--- src/rtl/la_div_pkg.sv ---
// -----------------------------------------------------------------------------
// la_div_pkg
// Purpose : shared constants for the iterative EX-stage divider.
//           It holds the 2-bit FSM state encodings, the result-ready
//           levels and the default width of the {remainder, quotient} bus.
// Ports   : none (package).
// -----------------------------------------------------------------------------
package la_div_pkg;

    typedef logic [1:0] div_state_t;

    localparam div_state_t DIV_IDLE = 2'b00;
    localparam div_state_t DIV_ZERO = 2'b01;
    localparam div_state_t DIV_BUSY = 2'b10;
    localparam div_state_t DIV_DONE = 2'b11;

    localparam logic DIV_RESULT_READY     = 1'b1;
    localparam logic DIV_RESULT_NOT_READY = 1'b0;

    // Width of the {remainder, quotient} bus at the default 32-bit operand width.
    localparam int DOUBLE_REG_BUS_W = 64;

endpackage

--- src/rtl/la_div_step.sv ---
// -----------------------------------------------------------------------------
// la_div_step
// Purpose : one combinational restoring-division step. It shifts the next
//           dividend bit into the partial remainder, compares the result with
//           the divisor and subtracts when the divisor fits.
// Ports   : i_rem[WIDTH:0]      partial remainder in
//           i_dvd_bit           next dividend bit (MSB first)
//           i_divisor[WIDTH-1:0] magnitude of the divisor
//           o_rem[WIDTH:0]      partial remainder out
//           o_q_bit             quotient bit produced by this step
// -----------------------------------------------------------------------------
module la_div_step
    import la_div_pkg::*;
#(
    parameter int WIDTH = 32
) (
    input  logic [WIDTH:0]   i_rem,
    input  logic             i_dvd_bit,
    input  logic [WIDTH-1:0] i_divisor,
    output logic [WIDTH:0]   o_rem,
    output logic             o_q_bit
);

    logic [WIDTH:0] w_shift;
    logic [WIDTH:0] w_dvs;

    assign w_shift = {i_rem[WIDTH-1:0], i_dvd_bit};
    assign w_dvs   = {1'b0, i_divisor};

    // If the top remainder bit is set, the shifted value is larger than any
    // divisor. This cannot occur while the remainder stays below the
    // divisor, but folding that bit in keeps the compare exact.
    assign o_q_bit = i_rem[WIDTH] | (w_shift >= w_dvs);
    assign o_rem   = o_q_bit ? (w_shift - w_dvs) : w_shift;

endmodule

--- src/rtl/la_div_unit.sv ---
// -----------------------------------------------------------------------------
// la_div_unit
// Purpose : parametrised iterative restoring divider for div.w/mod.w/div.wu/
//           mod.wu. It retires BITS_PER_CYCLE quotient bits per cycle and
//           raises ready_o N+1 cycles after the start, where
//           N = WIDTH/BITS_PER_CYCLE. A zero divisor gives quotient = all
//           ones and remainder = dividend after 2 cycles.
// Ports   : clk, rst (synchronous, active-high)
//           signed_div_i, opdata1_i (dividend), opdata2_i (divisor)
//           start_i (held until ready_o), cancel_i (flush, overrides start)
//           result_o {remainder, quotient}, ready_o, busy_o
//           stallreq_o (combinational stall request to CTRL)
//           div_by_zero_o (present only when LA_DIV_ZERO_FLAG_EN is defined)
// -----------------------------------------------------------------------------
module la_div_unit
    import la_div_pkg::*;
#(
    parameter int WIDTH          = 32,
    parameter int BITS_PER_CYCLE = 1
) (
    input  logic               clk,
    input  logic               rst,
    input  logic               signed_div_i,
    input  logic [WIDTH-1:0]   opdata1_i,
    input  logic [WIDTH-1:0]   opdata2_i,
    input  logic               start_i,
    input  logic               cancel_i,
    output logic [2*WIDTH-1:0] result_o,
    output logic               ready_o,
    output logic               busy_o,
    output logic               stallreq_o
`ifdef LA_DIV_ZERO_FLAG_EN
    ,
    output logic               div_by_zero_o
`endif
);

    localparam int N     = WIDTH / BITS_PER_CYCLE;
    localparam int CNT_W = $clog2(N + 1);
    localparam logic [CNT_W-1:0] CNT_LAST = CNT_W'(N - 1);
    localparam logic [CNT_W-1:0] CNT_ONE  = {{(CNT_W-1){1'b0}}, 1'b1};

    // Conditional two's-complement negation. It is used both for operand
    // magnitudes and for the final sign fix-up.
    function automatic logic [WIDTH-1:0] f_cond_neg(input logic [WIDTH-1:0] v,
                                                    input logic             neg);
        return neg ? ((~v) + {{(WIDTH-1){1'b0}}, 1'b1}) : v;
    endfunction

    div_state_t           r_state;
    div_state_t           w_state_nxt;
    logic [CNT_W-1:0]     r_cnt;
    logic [WIDTH-1:0]     r_dividend;
    logic [WIDTH-1:0]     r_divisor;
    logic [WIDTH:0]       r_rem;
    logic [WIDTH-1:0]     r_quo;
    logic                 r_quo_sign;
    logic                 r_rem_sign;
    logic [2*WIDTH-1:0]   r_result;
    logic                 r_ready;
    logic                 r_busy;

    logic                 w_sign1;
    logic                 w_sign2;
    logic                 w_dvs_zero;
    logic [WIDTH:0]       w_rem [0:BITS_PER_CYCLE];
    logic [BITS_PER_CYCLE-1:0] w_qbits;
    logic [WIDTH-1:0]     w_quo_nxt;

    assign w_sign1    = signed_div_i & opdata1_i[WIDTH-1];
    assign w_sign2    = signed_div_i & opdata2_i[WIDTH-1];
    assign w_dvs_zero = (opdata2_i == {WIDTH{1'b0}});

    // Chain of restoring steps. Each step consumes one dividend bit, MSB first.
    assign w_rem[0] = r_rem;
    for (genvar k = 0; k < BITS_PER_CYCLE; k++) begin : g_step
        la_div_step #(.WIDTH(WIDTH)) u_step (
            .i_rem     (w_rem[k]),
            .i_dvd_bit (r_dividend[WIDTH-1-k]),
            .i_divisor (r_divisor),
            .o_rem     (w_rem[k+1]),
            .o_q_bit   (w_qbits[BITS_PER_CYCLE-1-k])
        );
    end

    assign w_quo_nxt = {r_quo[WIDTH-BITS_PER_CYCLE-1:0], w_qbits};

    // Next-state logic. A cancel request wins over everything except reset.
    always_comb begin
        w_state_nxt = r_state;
        if (cancel_i) begin
            w_state_nxt = DIV_IDLE;
        end else begin
            case (r_state)
                DIV_IDLE: begin
                    if (start_i) begin
                        w_state_nxt = w_dvs_zero ? DIV_ZERO : DIV_BUSY;
                    end else begin
                        w_state_nxt = DIV_IDLE;
                    end
                end
                DIV_ZERO: w_state_nxt = DIV_DONE;
                DIV_BUSY: begin
                    if (r_cnt == CNT_LAST) begin
                        w_state_nxt = DIV_DONE;
                    end else begin
                        w_state_nxt = DIV_BUSY;
                    end
                end
                DIV_DONE: begin
                    if (start_i) begin
                        w_state_nxt = DIV_DONE;
                    end else begin
                        w_state_nxt = DIV_IDLE;
                    end
                end
                default: w_state_nxt = DIV_IDLE;
            endcase
        end
    end

    // State, status flags, operand latch, iteration and result registers.
    always_ff @(posedge clk) begin
        if (rst) begin
            r_state    <= DIV_IDLE;
            r_cnt      <= {CNT_W{1'b0}};
            r_dividend <= {WIDTH{1'b0}};
            r_divisor  <= {WIDTH{1'b0}};
            r_rem      <= {(WIDTH+1){1'b0}};
            r_quo      <= {WIDTH{1'b0}};
            r_quo_sign <= 1'b0;
            r_rem_sign <= 1'b0;
            r_result   <= {(2*WIDTH){1'b0}};
            r_ready    <= DIV_RESULT_NOT_READY;
            r_busy     <= 1'b0;
        end else begin
            r_state <= w_state_nxt;
            r_ready <= (w_state_nxt == DIV_DONE) ? DIV_RESULT_READY : DIV_RESULT_NOT_READY;
            r_busy  <= (w_state_nxt == DIV_BUSY) || (w_state_nxt == DIV_ZERO);
            if (cancel_i) begin
                r_cnt <= {CNT_W{1'b0}};
            end else begin
                case (r_state)
                    DIV_IDLE: begin
                        if (start_i) begin
                            r_cnt      <= {CNT_W{1'b0}};
                            r_rem      <= {(WIDTH+1){1'b0}};
                            r_quo      <= {WIDTH{1'b0}};
                            r_quo_sign <= w_sign1 ^ w_sign2;
                            r_rem_sign <= w_sign1;
                            // The zero path returns the raw dividend as the remainder.
                            r_dividend <= w_dvs_zero ? opdata1_i : f_cond_neg(opdata1_i, w_sign1);
                            r_divisor  <= f_cond_neg(opdata2_i, w_sign2);
                        end
                    end
                    DIV_ZERO: begin
                        r_result <= {r_dividend, {WIDTH{1'b1}}};
                    end
                    DIV_BUSY: begin
                        r_rem      <= w_rem[BITS_PER_CYCLE];
                        r_quo      <= w_quo_nxt;
                        r_dividend <= r_dividend << BITS_PER_CYCLE;
                        r_cnt      <= r_cnt + CNT_ONE;
                        if (r_cnt == CNT_LAST) begin
                            r_result <= {f_cond_neg(w_rem[BITS_PER_CYCLE][WIDTH-1:0], r_rem_sign),
                                         f_cond_neg(w_quo_nxt, r_quo_sign)};
                        end
                    end
                    DIV_DONE: begin
                        r_cnt <= r_cnt;
                    end
                    default: begin
                        r_cnt <= {CNT_W{1'b0}};
                    end
                endcase
            end
        end
    end

`ifdef LA_DIV_ZERO_FLAG_EN
    logic r_dbz;

    // The flag is set on entry to DONE from ZERO and held only while DONE is held.
    always_ff @(posedge clk) begin
        if (rst) begin
            r_dbz <= 1'b0;
        end else begin
            r_dbz <= ((r_state == DIV_ZERO) && (w_state_nxt == DIV_DONE)) ||
                     ((r_state == DIV_DONE) && (w_state_nxt == DIV_DONE) && r_dbz);
        end
    end

    assign div_by_zero_o = r_dbz;
`endif

    assign result_o   = r_result;
    assign ready_o    = r_ready;
    assign busy_o     = r_busy;
    assign stallreq_o = start_i & ~r_ready & ~cancel_i;

endmodule

--- config.mk ---
export PLATFORM = sky130hd
export DESIGN_NAME = la_div_unit
export DESIGN_NICKNAME = d
export VERILOG_FILES = /design/src/rtl/la_div_pkg.sv /design/src/rtl/la_div_step.sv /design/src/rtl/la_div_unit.sv
export SDC_FILE = /design/constraint.sdc
export NUM_CORES = 1
export LEC_CHECK = 0
export BUFFER_PORTS_ARGS = -buffer_cell sky130_fd_sc_hd__buf_2
export CAP_MARGIN = 20
export CORE_ASPECT_RATIO = 0.7
export CORE_MARGIN = 5
export CORE_UTILIZATION = 61
export DETAILED_ROUTE_END_ITERATION = 8
export PLACE_DENSITY = 0.82
export RECOVER_POWER = 100
export REMOVE_ABC_BUFFERS = 1
export SYNTH_ARGS = -nofsm -noshare
export SYNTH_HDL_FRONTEND = slang
export SYNTH_SLANG_ARGS = --single-unit
--- constraint.sdc ---
create_clock -name clk -period 15.4 [get_ports clk]
set_input_delay 1.54 -clock clk [delete_from_list [all_inputs] [get_ports clk]]
set_output_delay 1.54 -clock clk [all_outputs]
set_load 0.03 [all_outputs]
==> results.py <==
metrics = {
    "status": {
        "outcome": "finished with violations",
        "violations": "max-capacitance violations, max-slew violations",
    },
    "global_routing": {
        "first_global_vias": 12000,
        "grt_max_degree": 102,
        "track_usage_pct": 31.8,
        "antenna_found_initial": 1,
        "grt_pass1_wl_um": 64500,
        "grt-ovfl-total": 0,
    },
    "clock_network": {
        "cts_root_buffer": "clkbuf_16",
        "clk_pin_slew_worst_paths_ns": 0.07,
        "cts_tree": "yes",
        "clock_sinks": 204,
        "cts_setup_buffers": 0,
        "ctsResizeCount": 0,
        "numCtsBuffers": 22,
        "worstSkewPairLatency_ns": 0.51,
        "cts_hold_buf": 0,
        "clock_path_buffers": 3,
        "h-tree-depth": 1,
    },
    "die": {
        "initial_core_util_pct": 62.6,
        "rows": 44,
        "die_area_um2": 24600,
        "ios": 136,
        "die_y_um": 133,
        "die_w_um": 185,
        "coreArea_um2": 21000,
    },
    "synth": {
        "netlist.area_leader.share_pct": 31.1,
        "yosysTopAreaCell": "dfxtp_1",
        "netlist_top_cells_count": "251 x nor2_1, 204 x dfxtp_1, 132 x nand2_1",
        "yosys_warnings": 0,
        "synth.avg_cell_area_um2": 7.62,
        "ys_seq_elements": 204,
        "ys.flop_type": "dfxtp_1",
        "syn_inst": 1722,
        "synth.distinct_cells": 84,
        "synth_edf_count": 0,
        "synth.yosys.seq_area_share_pct": 31.1,
        "yosysMostFrequentCell": "nor2_1",
        "yosys-top-cells-area": "dfxtp_1 31%, nor2_1 7.2%, a211oi_1 5.7%",
        "synth_area_um2": 13100,
        "async_flop_share_pct": 0,
    },
    "setup_path": {
        "arrival_ns": 8.36,
        "crit_start": "r_divisor[2]",
        "worstSetupStartpointType": "flop",
        "r2r-start": "r_divisor[2]",
        "cp.required_ns": 15.63,
        "critical_path_class": "flop to flop",
        "crit_path_end_kind": "flop",
        "crit_fanout": 26,
    },
    "sta": {
        "worst_pin_slew_ns": 4.47,
        "finalHoldViolations": 0,
        "max_freq_mhz": 123,
        "hold_ws_ns": 0.453,
        "rsz0062_at_grt": "false",
        "worst_slack_ns": 7.27,
        "fin_crit_sh_pct": 52.8,
        "finClkSkew_ns": 0.0133,
        "max_slew_margin_pct": -198,
        "setup_violations": 0,
        "finalCriticalPeriod_ns": 8.13,
        "drv_slew": 330,
        "tns_ns": 0,
    },
    "layout": {
        "syn_to_final_growth_pct": 9.59,
        "final_layout_size_suffix_gt1_share_pct": 7.65,
        "fin_nets": 1885,
        "n_antenna_cell": 0,
    },
    "placement": {
        "place_ws_ns": 8.90,
        "place_congestion": 0.969,
        "io_buffer_count": 135,
        "dp_hpwl_um": 30100,
    },
    "detailed_routing": {
        "drt-initial-drc-count": 1569,
        "routed.top_layer": "met5",
        "vias": 13400,
        "drc": 0,
        "ant_nets": 0,
        "wl_met2_um": 16700,
        "wire_per_inst_um": 20.0,
        "wl_met3_um": 4220,
        "wl_met1_um": 19400,
        "first_pass_iters": 6,
        "routed_wl_um": 41300,
        "viasPerCell": 6.49,
    },
    "hold_path": {
        "hp-start": "result_o[44]",
        "hp-class": "flop to flop",
    },
    "run": {
        "cap_violations": 5,
    },
    "power_and_ir_drop": {
        "ir_worst_vdd_mv": 0.0756,
        "leakage_nw": 5.47,
        "power_density_nw_per_um2": 94.7,
    },
}
final cells by class:
| class | instances | area, um2 |
|---|---|---|
| Multi-Input combinational cell | 1341 | 8370 |
| Fill cell | 1828 | 6590 |
| Sequential cell | 204 | 4080 |
| Timing Repair Buffer | 151 | 688 |
| Clock buffer | 33 | 633 |
| Tap cell | 276 | 345 |
| Inverter | 57 | 214 |
| Clock inverter | 6 | 57.6 |
report_power, final:
group	leakage [nW]	internal, mW	switching (mW)	total [mW]
combinational	3.48	0.0986	0.196	0.294
sequential	1.65	0.540	0.00888	0.549
clock	0.337	0.301	0.218	0.519
total	5.47	0.940	0.423	1.36
state kept, by name, indices dropped and copies added (netlist names):
name and flops:
busy_o 1, r_cnt 6, r_dividend 32, r_divisor 32, r_quo 31, r_quo_sign 1
r_rem 33, r_rem_sign 1, r_state 2, ready_o 1, result_o 64
layout by cell type (no fill, tap or decap), drive strengths merged, types with 13 or more instances in the layout:
cell type and count:
inv 57, o31ai 33, nor2 251, dfxtp 204
or2 14, o221ai 14, or4 13, nand2 132
nor3 42, and2 14, nor4 17, and3 17
or3 33, nand4 14, a211oi 100, buf 75
xor2 79, a21oi 130, o21ai 89, o41ai 14
nand3 31, xnor2 41, ha 38, clkbuf 109
mux2i 24, a22oi 51
cells by family (layout without fill, tap and decap cells):
family	after synthesis	after routing	share of synthesized area, %
simple gates	617	617	21.8
compound gates	534	534	27.6
flops	204	204	31.1
buf+inv	177	247	5.27
xor+xnor	120	120	8.00
fa+ha+maj	39	39	3.77
mux	31	31	2.43
routing by layer:
metal,vias to the layer above,track usage (%)
met5,-,0
met4,2,7.13
met3,82,6.78
met2,663,43.8
met1,6282,50.1
li1,6385,-
final timing paths:
kind / endpoint / slack, ns / depth (start not counted)
setup / recovery: result_o[60] / 7.27 / 19
hold / removal: result_o[44] / 0.45 / 2
setup reg to reg: result_o[60] / 7.27 / 19
hold reg to reg: result_o[44] / 0.45 / 2
critical path, stage by stage, from the launching register on:
cell	delay (ns)
dfxtp_1	0.31
inv_1	0.06
ha_1	0.41
nand3_1	0.25
o21bai_1	0.30
a21o_1	0.24
a21boi_0	0.38
o2111ai_1	0.72
nand2_1	0.79
clkbuf_1	1.14
mux2i_1	0.41
ha_1	0.26
inv_1	0.06
or4_1	0.53
a211oi_1	0.30
o22ai_1	0.23
or4_1	0.71
o41ai_1	0.48
xnor2_1	0.17
a311oi_1	0.10
through the flow:
step           area (um2)  power [mW]  util, %  std cells
2_1_floorplan       12700       0.753        -       1602
3_3_place_gp        13800       0.842     65.9       2029
3_5_place_dp        13800       0.846     65.9       2029
4_1_cts             14500        1.36     69.2       2068
5_1_grt             14400        1.42     68.6       2068
6_report            14400        1.36     68.6       2068
No activity file was read; power rests on OpenSTA's default activity.
